## config.mk

```make
export PLATFORM = sky130hd
export DESIGN_NAME = mult_div_unit
export DESIGN_NICKNAME = d
export VERILOG_FILES = /design/src/rtl/mult_div_pkg.sv /design/src/rtl/mult_div_step.sv /design/src/rtl/mult_div_unit.sv
export SDC_FILE = /design/constraint.sdc
export NUM_CORES = 1
export LEC_CHECK = 0
export ABC_AREA = 1
export CORE_ASPECT_RATIO = 2
export CORE_MARGIN = 5
export CORE_UTILIZATION = 51
export DETAILED_ROUTE_END_ITERATION = 8
export PLACE_DENSITY = 0.84
export SYNTH_ARGS = -nofsm -noshare
export SYNTH_HDL_FRONTEND = slang
export SYNTH_HIERARCHICAL = 1
export SYNTH_SLANG_ARGS = --single-unit
```

## constraint.sdc

```tcl
create_clock -name clock -period 9.9 [get_ports clock]
set_input_delay 1.98 -clock clock [delete_from_list [all_inputs] [get_ports clock]]
set_output_delay 1.98 -clock clock [all_outputs]
set_load 0.03 [all_outputs]
```

## src/rtl/mult_div_pkg.sv

```systemverilog
// Shared state encoding and sizing helpers for mult_div_unit.
package mult_div_pkg;

    localparam int DEFAULT_WIDTH = 32;

    localparam logic [1:0] ST_IDLE = 2'd0;
    localparam logic [1:0] ST_MULT = 2'd1;
    localparam logic [1:0] ST_DIV  = 2'd2;
    localparam logic [1:0] ST_DONE = 2'd3;

    typedef enum logic [1:0] {
        IDLE = ST_IDLE,
        MULT = ST_MULT,
        DIV  = ST_DIV,
        DONE = ST_DONE
    } state_t;

    // The counter must hold WIDTH itself, hence the extra bit.
    function automatic int cnt_width(input int w);
        return $clog2(w) + 1;
    endfunction

endpackage

```

## src/rtl/mult_div_step.sv

```systemverilog
// One combinational iteration: a Booth radix-2 multiply step and a restoring divide step.
module mult_div_step
    import mult_div_pkg::*;
#(
    parameter int WIDTH = DEFAULT_WIDTH
) (
    input  logic [WIDTH:0]   acc,
    input  logic [WIDTH-1:0] mq,
    input  logic             mq_m1,
    input  logic [WIDTH:0]   mcand,
    input  logic [WIDTH-1:0] rem,
    input  logic [WIDTH-1:0] quo,
    input  logic [WIDTH-1:0] divisor,
    output logic [WIDTH:0]   acc_next,
    output logic [WIDTH-1:0] mq_next,
    output logic             mq_m1_next,
    output logic [WIDTH-1:0] rem_next,
    output logic [WIDTH-1:0] quo_next
);
    logic [WIDTH:0] sum;
    logic [WIDTH:0] shifted;

    // NOTE: combinational logic uses blocking '=' and gives every output a default first, so no latch is inferred.
    always_comb begin
        unique case ({mq[0], mq_m1})
            2'b01:   sum = acc + mcand;
            2'b10:   sum = acc - mcand;
            default: sum = acc;
        endcase
        // Accumulator is one bit wider than the operands so that -2^(W-1) multiplicands cannot overflow.
        {acc_next, mq_next, mq_m1_next} = {sum[WIDTH], sum, mq};

        shifted  = {rem, quo[WIDTH-1]};
        rem_next = shifted[WIDTH-1:0];
        quo_next = {quo[WIDTH-2:0], 1'b0};
        if (shifted >= {1'b0, divisor}) begin
            rem_next    = shifted[WIDTH-1:0] - divisor;
            quo_next[0] = 1'b1;
        end
    end

endmodule

```

## src/rtl/mult_div_unit.sv

```systemverilog
// Multicycle signed MULT/DIV unit, one iteration per clock, registered hi/lo/busy/done.
// Build option DIV_ZERO_TRAP_EN: divide by zero finishes early with div_by_zero and leaves hi/lo alone.
module mult_div_unit
    import mult_div_pkg::*;
#(
    parameter int WIDTH = DEFAULT_WIDTH
) (
    input  logic             clock,
    input  logic             reset,
    input  logic             start_mult,
    input  logic             start_div,
    input  logic [WIDTH-1:0] op_a,
    input  logic [WIDTH-1:0] op_b,
    output logic [WIDTH-1:0] hi,
    output logic [WIDTH-1:0] lo,
    output logic             busy,
    output logic             done,
    output logic             div_by_zero
);
    localparam int CW = cnt_width(WIDTH);
`ifdef DIV_ZERO_TRAP_EN
    localparam bit TRAP_EN = 1'b1;
`else
    localparam bit TRAP_EN = 1'b0;
`endif

    state_t           state;
    logic [CW-1:0]    counter;
    logic [WIDTH:0]   acc, mcand, acc_next;
    logic [WIDTH-1:0] mq, mq_next, rem, rem_next, quo, quo_next, divisor;
    logic             mq_m1, mq_m1_next;
    logic             a_neg, q_neg, div_zero;
    logic             last_step;

    function automatic logic [WIDTH-1:0] magnitude(input logic [WIDTH-1:0] v);
        return v[WIDTH-1] ? -v : v;
    endfunction

    assign last_step = (counter == CW'(1));

    mult_div_step #(.WIDTH(WIDTH)) u_step (
        .acc        (acc),
        .mq         (mq),
        .mq_m1      (mq_m1),
        .mcand      (mcand),
        .rem        (rem),
        .quo        (quo),
        .divisor    (divisor),
        .acc_next   (acc_next),
        .mq_next    (mq_next),
        .mq_m1_next (mq_m1_next),
        .rem_next   (rem_next),
        .quo_next   (quo_next)
    );

    // NOTE: the datapath registers are reset along with the FSM so nothing downstream ever sees X.
    always_ff @(posedge clock or posedge reset) begin
        if (reset) begin
            state       <= IDLE;
            counter     <= '0;
            acc         <= '0;
            mcand       <= '0;
            mq          <= '0;
            mq_m1       <= 1'b0;
            rem         <= '0;
            quo         <= '0;
            divisor     <= '0;
            a_neg       <= 1'b0;
            q_neg       <= 1'b0;
            div_zero    <= 1'b0;
            hi          <= '0;
            lo          <= '0;
            busy        <= 1'b0;
            done        <= 1'b0;
            div_by_zero <= 1'b0;
        end else begin
            case (state)
                IDLE: begin
                    done        <= 1'b0;
                    div_by_zero <= 1'b0;
                    if (start_mult) begin
                        acc      <= '0;
                        mcand    <= {op_a[WIDTH-1], op_a};
                        mq       <= op_b;
                        mq_m1    <= 1'b0;
                        div_zero <= 1'b0;
                        counter  <= CW'(WIDTH);
                        busy     <= 1'b1;
                        state    <= MULT;
                    end else if (start_div) begin
                        rem      <= '0;
                        quo      <= magnitude(op_a);
                        divisor  <= magnitude(op_b);
                        a_neg    <= op_a[WIDTH-1];
                        q_neg    <= op_a[WIDTH-1] ^ op_b[WIDTH-1];
                        div_zero <= (op_b == '0);
                        counter  <= CW'(WIDTH);
                        busy     <= 1'b1;
                        state    <= DIV;
                    end
                end
                MULT: begin
                    acc     <= acc_next;
                    mq      <= mq_next;
                    mq_m1   <= mq_m1_next;
                    counter <= counter - 1'b1;
                    if (last_step) begin
                        hi    <= acc_next[WIDTH-1:0];
                        lo    <= mq_next;
                        busy  <= 1'b0;
                        state <= DONE;
                    end
                end
                DIV: begin
                    if (TRAP_EN && div_zero) begin
                        busy  <= 1'b0;
                        state <= DONE;
                    end else begin
                        rem     <= rem_next;
                        quo     <= quo_next;
                        counter <= counter - 1'b1;
                        if (last_step) begin
                            // Divide by zero yields all-ones quotient; remainder sign fixup restores op_a.
                            lo    <= div_zero ? '1 : (q_neg ? -quo_next : quo_next);
                            hi    <= a_neg ? -rem_next : rem_next;
                            busy  <= 1'b0;
                            state <= DONE;
                        end
                    end
                end
                DONE: begin
                    done        <= 1'b1;
                    div_by_zero <= TRAP_EN && div_zero;
                    state       <= IDLE;
                end
                default: state <= IDLE;
            endcase
        end
    end

endmodule

```

==> flow_metrics.env, run 1 <==
export IMPL_clockBufferDepth=3
export IMPL_antenna_found_initial=0
export IMPL_worst_pin_slew_ps=1124
export IMPL_finalNetCount=3753
export IMPL_clkSlewWorstSetupHoldPaths_ps=70
export IMPL_coreArea_sq_um=44050
export IMPL_grt_usage_pct=32.37
export IMPL_arrival_ps=5310
export IMPL_ys_ff_latch=271
export IMPL_routed_via_density=5.677
export IMPL_dp_slack_ps=4956
export IMPL_netlist_area_sq_um=22540
export IMPL_synth_flop_cell="dfrtp_1"
export IMPL_dieArea_sq_um=48760
export IMPL_postCtsHoldBufs=0
export IMPL_finalWorstSetupSlack_ps=5078
export IMPL_drtPass1Iterations=8
export IMPL_hp_class="reg2reg"
export IMPL_worst_setup_path_end_kind="flip-flop"
export IMPL_drt_iter0_drc=1983
export IMPL_synth_seq_area_share_pct=30.08
export IMPL_vias=23730
export IMPL_timing_fmax_ghz=0.2074
export IMPL_ctsHtreeMaxLevel=1
export IMPL_worstSetupPathType="reg2reg"
export IMPL_drv_slew=0
export IMPL_post_cts_repair_setup_buffers=0
export IMPL_min_period_ps=4822
export IMPL_worstPathRequired_ps=10390
export IMPL_grt_overflow=0
export IMPL_antenna_cells=0
export IMPL_wire_per_inst_microns=19.13
export IMPL_cts_tree="done"
export IMPL_async_reset_ff_share_pct=100.0
export IMPL_fin_setup_tns_ps=0
export IMPL_dp_final_hpwl_microns=62430
export IMPL_antenna_left=0
export IMPL_area_growth_pct=8.864
export IMPL_port_buffers=133
export IMPL_die_h_microns=307.3
export IMPL_cts_root_buf="clkbuf_16"
export IMPL_relSlewSlack_pct=24.82
export IMPL_fin_crit_sh_pct=48.70
export IMPL_layout_drive_gt1_share_pct=3.916
export IMPL_cts_sinks=271
export IMPL_r2r_slack_ps=5080
export IMPL_synth_cells=3615
export IMPL_ioPinCount=135
export IMPL_clkLatencyLatePin_ps=580
export IMPL_cp_max_fo=27
export IMPL_grt_pass1_vias=22920
export IMPL_synth_area_per_cell_sq_um=6.236
export IMPL_grt_start_max_net_pins=155
export IMPL_critPathLaunchType="flip-flop"
export IMPL_wl_microns=79970
export IMPL_numCtsBuffers=26
export IMPL_grt_pass1_wl_microns=123500
export IMPL_rsz0062_at_grt="no"
export IMPL_clock_skew_ps=39.33
export IMPL_start_util_pct=51.17
export IMPL_drv_cap=0
export IMPL_ys_warn_count=6
export IMPL_die_w_microns=158.7
export IMPL_routabilityCongestion=1.117
export IMPL_synthDistinctLibCells=55
export IMPL_final_hold_violation_count=0
export IMPL_ctsResizeCount=0
export IMPL_placementRows=109
export IMPL_syn_nets=3761
export IMPL_setup_viol=0
export IMPL_status="finished, final reports clean"
export IMPL_nFillCells=4373
export IMPL_synth_edf_count=0
export IMPL_drc=0
[logic make-up (layout without fill, tap and decap cells)]
logic type / count (synthesis) / count (layout) / synth area share (%)
other: 1 / 1 / 0.01664
xor gates and xnor gates: 66 / 66 / 2.564
buffers and inverters: 639 / 650 / 12.45
AOI/OAI and AO/OA: 455 / 455 / 11.55
muxes: 9 / 9 / 0.4385
DFF: 271 / 271 / 30.08
adders and majority gates: 78 / 78 / 4.396
and+or+nand+nor: 2096 / 2096 / 38.50
[flip-flops by register name, indices dropped and copies added (netlist names), 6 cells and up]
signal and count:
acc 33, mq 32, mcand 32, divisor 32, counter 6, lo 32
quo 32, rem 32, hi 32
[layout make-up]
class                      count  area (sq um)  share of cell area (%)
clock inverter                14         210.2                  0.8566
multi-input combinational   2705         12970                   52.86
clock buffer                  33         706.9                   2.881
timing repair buffer         148          1456                   5.935
inverter                     455          1719                   7.006
sequential                   271          6782                   27.63
tap                          555         694.4                   2.830
[Yosys cell counts, types with 13 or more instances]
| library cell | n | area, sq um |
|---|---|---|
| nand4_1 | 30 | 187.7 |
| inv_1 | 441 | 1655 |
| o31ai_1 | 13 | 97.59 |
| nand3_1 | 336 | 1682 |
| nor3_1 | 26 | 130.1 |
| nand3b_1 | 17 | 127.6 |
| buf_4 | 71 | 533.0 |
| nand2_2 | 22 | 137.6 |
| dfrtp_1 | 271 | 6782 |
| ha_1 | 76 | 950.9 |
| o21a_1 | 25 | 187.7 |
| xor2_1 | 53 | 464.2 |
| clkbuf_1 | 60 | 225.2 |
| xnor2_1 | 13 | 113.9 |
| or2_2 | 15 | 93.84 |
| nor2_1 | 362 | 1359 |
| a21oi_1 | 164 | 820.8 |
| buf_2 | 35 | 175.2 |
| nand2_1 | 1259 | 4726 |
| o21ai_1 | 14 | 70.07 |
| a31oi_1 | 20 | 125.1 |
| o211ai_1 | 31 | 232.7 |
| o21ai_0 | 152 | 760.7 |
[layout by cell type, fill, tap and decap left out, types with 3 or more instances in the layout]
| cell type | n |
|---|---|
| nand2_1 | 1257 |
| inv_1 | 439 |
| nor2_1 | 361 |
| nand3_1 | 336 |
| dfrtp_1 | 271 |
| a21oi_1 | 164 |
| o21ai_0 | 152 |
| clkdlybuf4s50_1 | 133 |
| ha_1 | 74 |
| xor2_1 | 53 |
| o211ai_1 | 31 |
| nand4_1 | 30 |
| nor3_1 | 26 |
| clkbuf_16 | 26 |
| o21a_1 | 25 |
| nand2_2 | 24 |
| a31oi_1 | 20 |
| nand3b_1 | 17 |
| or2_2 | 15 |
| o21ai_1 | 14 |
| buf_4 | 14 |
| xnor2_1 | 13 |
| o31ai_1 | 13 |
| nor2_2 | 10 |
| o21bai_1 | 10 |
| clkinv_1 | 7 |
| mux2_2 | 7 |
| inv_2 | 6 |
| nor2_4 | 6 |
| clkinv_2 | 5 |
| o221ai_1 | 5 |
| a21boi_0 | 5 |
| o31ai_2 | 4 |
| clkbuf_1 | 4 |
| bufinv_16 | 4 |
| and2_1 | 4 |
| a211oi_1 | 3 |
| clkbuf_8 | 3 |
| clkinvlp_4 | 3 |
[through the flow]
stage,hold WS (ps),instance area (sq um),cells,utilization [%]
after floorplan,449.1,22540,3615,-
after detailed placement,464.7,23620,4134,53.63
after global placement,462.6,23620,4134,53.63
after CTS,482.8,24540,4181,55.71
final,477.8,24540,4181,55.71
after global routing,498.3,24540,4181,55.71
[metal layers]
layer / up-vias / share of wire [%] / track usage, %
met3: 369 / 6.2 / 3.220
met2: 1105 / 49 / 55.51
li1: 11390 / - / -
met4: 0 / 10 / 26.89
met5: - / 0 / 0
met1: 10870 / 34 / 35.15
[worst max-delay path, stage by stage, from the launching register on]
cell	delay (ps)
dfrtp_1	370
inv_1	60
ha_1	410
clkinv_1	660
nand2_1	340
xor2_1	600
ha_1	440
a21oi_1	230
nand2_1	110
a21oi_1	260
nor2_1	80
nor2_1	150
nand2_1	110
nand2_1	140
nand3_1	120
nand2_1	110
inv_1	80
o21ai_0	150
nand3_1	100
nand2_1	90
nand2_1	50
nand2_1	80
[final timing paths]
check	start	end	cells past startpoint
setup reg to reg	mq_m1	hi[26]	21
setup / recovery	mq_m1	hi[26]	21
hold reg to reg	divisor[15]	divisor[15]	2
min in group asynchronous	reset	lo[24]	2
hold / removal	divisor[15]	divisor[15]	2
max in group asynchronous	reset	acc[16]	3
Power of run 1 is not shown: default switching activity piles up to over one toggle a cycle in this logic, so the estimate is an artifact.
==> run 2: changes to the inputs <==
--- a/config.mk
+++ b/config.mk
@@ -10,7 +10,7 @@
 export CORE_MARGIN = 5
 export CORE_UTILIZATION = 51
 export DETAILED_ROUTE_END_ITERATION = 8
-export PLACE_DENSITY = 0.84
+export PLACE_DENSITY = 0.81
 export SYNTH_ARGS = -nofsm -noshare
 export SYNTH_HDL_FRONTEND = slang
 export SYNTH_HIERARCHICAL = 1
==> constraint.sdc (replaced) <==
create_clock -name clock -period 4.7 [get_ports clock]
set_input_delay 0.94 -clock clock [delete_from_list [all_inputs] [get_ports clock]]
set_output_delay 0.94 -clock clock [all_outputs]
set_load 0.03 [all_outputs]
==> run 2 against run 1 <==
Effect of this change: hold slack improved by 1.5 ps; design area is 0.90% higher; critical path depth is 4 lower; critical path type unchanged; clock skew shrank 25 ps; core utilization increased by 0.50 points; register-to-register slack got worse by 4600 ps; via count fell by 0.40%; final cell count increased by 0.55%; setup slack worse by 4600 ps.
==> flow_metrics.env, run 2 (synthesized netlist as in run 1, its figures left out) <==
export IMPL_status="finished, final reports clean"
export IMPL_die_w_microns=158.7
export IMPL_ioPinCount=135
export IMPL_drtPass1Iterations=5
export IMPL_postCtsHoldBufs=0
export IMPL_coreArea_sq_um=44050
export IMPL_cpMostUsedCell="nand2_1"
export IMPL_layout_drive_gt1_share_pct=4.549
export IMPL_slowest_stage="ha_1"
export IMPL_cts_tree="done"
export IMPL_hp_class="reg2reg"
export IMPL_fin_crit_sh_pct=88.99
export IMPL_dieArea_sq_um=48760
export IMPL_vias=23640
export IMPL_grt_pass1_vias=23170
export IMPL_routed_via_density=5.623
export IMPL_wl_microns=83570
export IMPL_clkLatencyLatePin_ps=580
export IMPL_final_hold_violation_count=0
export IMPL_largest_register_ff_count=33
export IMPL_setup_viol=0
export IMPL_drv_slew=0
export IMPL_cts_sinks=271
export IMPL_numCtsBuffers=28
export IMPL_relSlewSlack_pct=27.82
export IMPL_grt_start_max_net_pins=107
export IMPL_grt_usage_pct=33.95
export IMPL_path_depth=17
export IMPL_area_growth_pct=9.841
export IMPL_layout_common_cells="nand2_1 (1,257), inv_1 (439), nor2_1 (361)"
export IMPL_arrival_ps=4630
export IMPL_worst_pin_slew_ps=1083
export IMPL_worstSetupPathType="reg2reg"
export IMPL_cts_root_buf="clkbuf_16"
export IMPL_placementRows=109
export IMPL_drv_cap=0
export IMPL_hold_depth=2
export IMPL_ctsHtreeMaxLevel=1
export IMPL_min_period_ps=4183
export IMPL_clockBufferDepth=3
export IMPL_start_util_pct=51.17
export IMPL_antenna_left=0
export IMPL_timing_fmax_ghz=0.2391
export IMPL_cp_cell_sequence="ha_1, clkinv_1, buf_4, o21ai_0, xor2_1, ha_1, nand2_1, inv_1, nand2_1, inv_1, a21oi_1, nand3_1, or2_2, nand3_1, nand2_1, a21oi_1, a31oi_1"
export IMPL_antenna_cells=0
export IMPL_antenna_found_initial=0
export IMPL_dp_final_hpwl_microns=66980
export IMPL_drc=0
export IMPL_cp_max_fo=15
export IMPL_r2r_cells=17
export IMPL_largest_register="acc"
export IMPL_path_buf_inv=4
export IMPL_worst_setup_path_end_kind="flip-flop"
export IMPL_routabilityCongestion=1.060
export IMPL_cpLargestDelayFamily="simple AND/OR/NAND/NOR gates"
export IMPL_ctsResizeCount=0
export IMPL_post_cts_repair_setup_buffers=0
export IMPL_finalNetCount=3776
export IMPL_wire_per_inst_microns=19.88
export IMPL_grt_overflow=0
export IMPL_port_buffers=133
export IMPL_clkSlewWorstSetupHoldPaths_ps=70
export IMPL_clock_skew_ps=14.52
export IMPL_die_h_microns=307.3
export IMPL_drt_iter0_drc=1854
export IMPL_grt_pass1_wl_microns=127800
export IMPL_final_common_cell="nand2_1"
export IMPL_critPathLaunchType="flip-flop"
export IMPL_critPathMaxStageDelay_ps=500
export IMPL_rsz0062_at_grt="no"
export IMPL_fin_setup_tns_ps=0
export IMPL_worstPathRequired_ps=5150
-- run 2: changes by cell type in the layout (fill, tap and decap cells not counted), moves of 2 or more --
cell / previous run / this run
buf_12: 1 / 3
buf_4: 14 / 33
clkbuf_16: 26 / 28
inv_6: 0 / 4
-- run 2: layout make-up --
cell class              instances  area [sq um]
fillers                      4432         19290
repair buffers                169          1639
flip-flops and latches        271          6782
clock buffers                  33         739.5
well taps                     555         694.4
inverters                     455          1715
multi-input cells            2705         12970
clock inverters                16         219.0
-- run 2: per-stage QoR --
step	hold slack [ps]	util [%]	cell area (sq um)	instances	worst slack (ps)
2_1_floorplan	449.1	-	22550	3615	178.6
3_3_place_gp	461.4	54.03	23800	4155	584.4
3_5_place_dp	466.4	54.03	23800	4155	609.3
4_1_cts	484.4	56.21	24760	4204	572.6
5_1_grt	502.2	56.21	24760	4204	202.6
6_report	479.3	56.21	24760	4204	517.3
-- run 2: path summary, 6_finish.rpt --
check	start	to	slack, ps
worst min register to register	divisor[14]	divisor[14]	480
worst min-delay path	divisor[14]	divisor[14]	480
max in group asynchronous	reset	counter[0]	3060
worst max register to register	mq[0]	hi[16]	520
min in group asynchronous	reset	rem[4]	790
worst max-delay path	mq[0]	hi[16]	520
-- run 2: tightest hold or removal path: cells and delay by family (launching register included) --
family	cells	cell delay (ps)
DFF	1	340
and+or+nand+nor	2	100
-- run 2: layer usage --
layer	global-route usage, %	wire, microns	share of wire, %	vias to the layer above
li1	-	-	-	11440
met5	0	0	0	-
met4	30.76	9606	11	0
met2	58.54	41150	49	969
met3	3.713	4629	5.5	342
met1	35.19	28180	34	10890
Power of run 2 is left out for the same reason.
==> run 3: changes to the inputs <==
--- a/config.mk
+++ b/config.mk
@@ -9,6 +9,7 @@
 export CORE_ASPECT_RATIO = 2
 export CORE_MARGIN = 5
 export CORE_UTILIZATION = 51
+export CTS_CLUSTER_DIAMETER = 50
 export DETAILED_ROUTE_END_ITERATION = 8
 export PLACE_DENSITY = 0.81
 export SYNTH_ARGS = -nofsm -noshare
==> run 3 against run 2 <==
Effect of this change: design area is 0.31% higher; count of clock-buffer cells in the layout is 5 higher; sequential share of layout area is 0.084 points lower; maximum frequency is 0.40% lower; highest routed layer unchanged.
==> flow_metrics.env, run 3 (synthesized netlist as in run 1, its figures left out) <==
export IMPL_status="finished, final reports clean"
export IMPL_path_buf_inv=4
export IMPL_ioPinCount=135
export IMPL_clockBufferDepth=3
export IMPL_die_h_microns=307.3
export IMPL_die_w_microns=158.7
export IMPL_cp_max_fo=15
export IMPL_worstSetupPathType="reg2reg"
export IMPL_antenna_found_initial=0
export IMPL_placementRows=109
export IMPL_slowest_stage="ha_1"
export IMPL_fin_setup_tns_ps=0
export IMPL_dp_final_hpwl_microns=66980
export IMPL_cpMostUsedCell="nand2_1"
export IMPL_worstPathRequired_ps=5170
export IMPL_wl_microns=83790
export IMPL_largest_register="acc"
export IMPL_grt_usage_pct=34.02
export IMPL_ctsHtreeMaxLevel=1
export IMPL_routed_via_density=5.635
export IMPL_postCtsHoldBufs=0
export IMPL_critPathLaunchType="flip-flop"
export IMPL_antenna_left=0
export IMPL_antenna_cells=0
export IMPL_dp_slack_ps=609.3
export IMPL_port_buffers=133
export IMPL_area_growth_pct=10.18
export IMPL_numCtsBuffers=30
export IMPL_timing_fmax_ghz=0.2381
export IMPL_fin_crit_sh_pct=89.35
export IMPL_drt_iter0_drc=2114
export IMPL_worst_pin_slew_ps=1065
export IMPL_gr_usage_met1_pct=35.51
export IMPL_routabilityCongestion=1.060
export IMPL_drv_slew=0
export IMPL_grt_pass1_vias=23150
export IMPL_met3_usage_pct=3.741
export IMPL_clkLatencyLatePin_ps=610
export IMPL_clock_skew_ps=14.09
export IMPL_layout_drive_gt1_share_pct=4.600
export IMPL_cts_tree="done"
export IMPL_wire_per_inst_microns=19.92
export IMPL_worst_setup_path_end_kind="flip-flop"
export IMPL_min_period_ps=4200
export IMPL_clkSlewWorstSetupHoldPaths_ps=60
export IMPL_fin_util_pct=56.38
export IMPL_cpLargestDelayFamily="simple AND/OR/NAND/NOR gates"
export IMPL_nFillCells=4410
export IMPL_cp_cell_sequence="ha_1, clkinv_1, buf_4, o21ai_0, xor2_1, ha_1, nand2_1, inv_1, nand2_1, inv_1, a21oi_1, nand3_1, or2_2, nand3_1, nand2_1, a21oi_1, a31oi_1"
export IMPL_finalNetCount=3778
export IMPL_relSlewSlack_pct=28.75
export IMPL_critPathMaxStageDelay_ps=500
export IMPL_rsz0062_at_grt="no"
export IMPL_drv_cap=0
export IMPL_start_util_pct=51.17
export IMPL_cts_sinks=271
export IMPL_coreArea_sq_um=44050
export IMPL_met2_usage_pct=58.44
export IMPL_grt_start_max_net_pins=107
export IMPL_finalWorstSetupSlack_ps=500.4
export IMPL_fin_hold_ws_ps=478.3
export IMPL_drc=0
export IMPL_grt_pass1_wl_microns=128100
export IMPL_dieArea_sq_um=48760
export IMPL_setup_viol=0
export IMPL_final_hold_violation_count=0
export IMPL_vias=23710
export IMPL_ctsResizeCount=0
export IMPL_largest_register_ff_count=33
export IMPL_hp_class="reg2reg"
export IMPL_grt_overflow=0
export IMPL_arrival_ps=4670
export IMPL_final_common_cell="nand2_1"
export IMPL_layout_common_cells="nand2_1 (1,257), inv_1 (439), nor2_1 (361)"
export IMPL_grt_busiest_layer="met2"
export IMPL_drtPass1Iterations=8
export IMPL_post_cts_repair_setup_buffers=0
export IMPL_cts_root_buf="clkbuf_16"
[run 3: layout make-up]
class	count	area, sq um	area share [%]
Multi-Input combinational cell	2705	12970	52.23
Sequential cell	271	6782	27.30
Inverter	455	1715	6.907
Timing Repair Buffer	169	1639	6.599
Clock buffer	38	820.8	3.305
Tap cell	555	694.4	2.796
Clock inverter	14	214.0	0.8615
[run 3: final timing paths]
kind | from | to | slack (ps) | cells past startpoint
max | mq[0] | hi[16] | 500 | 17
min | divisor[29] | divisor[29] | 480 | 2
max reg2reg | mq[0] | hi[16] | 500 | 17
min reg2reg | divisor[29] | divisor[29] | 480 | 2
max in group asynchronous | reset | lo[17] | 3090 | 3
min in group asynchronous | reset | rem[4] | 780 | 2
[run 3: metal layers]
layer,wire length (microns),up-vias
met5,0,-
met4,9666,0
met3,4678,343
met2,41180,1001
met1,28260,10910
li1,-,11450
[run 3: per-stage QoR]
step / instance area (sq um) / std cells
4_1_cts: 24840 / 4207
3_5_place_dp: 23800 / 4155
3_3_place_gp: 23800 / 4155
5_1_grt: 24840 / 4207
6_report: 24840 / 4207
2_1_floorplan: 22550 / 3615
[run 3: worst reg2reg max path: stages, from the launching register on]
cell	delay, ps
dfrtp_1	420
ha_1	500
clkinv_1	160
buf_4	220
o21ai_0	170
xor2_1	410
ha_1	390
nand2_1	140
inv_1	60
nand2_1	110
inv_1	70
a21oi_1	200
nand3_1	260
or2_2	350
nand3_1	70
nand2_1	90
a21oi_1	320
a31oi_1	130
Power of run 3 is left out for the same reason.
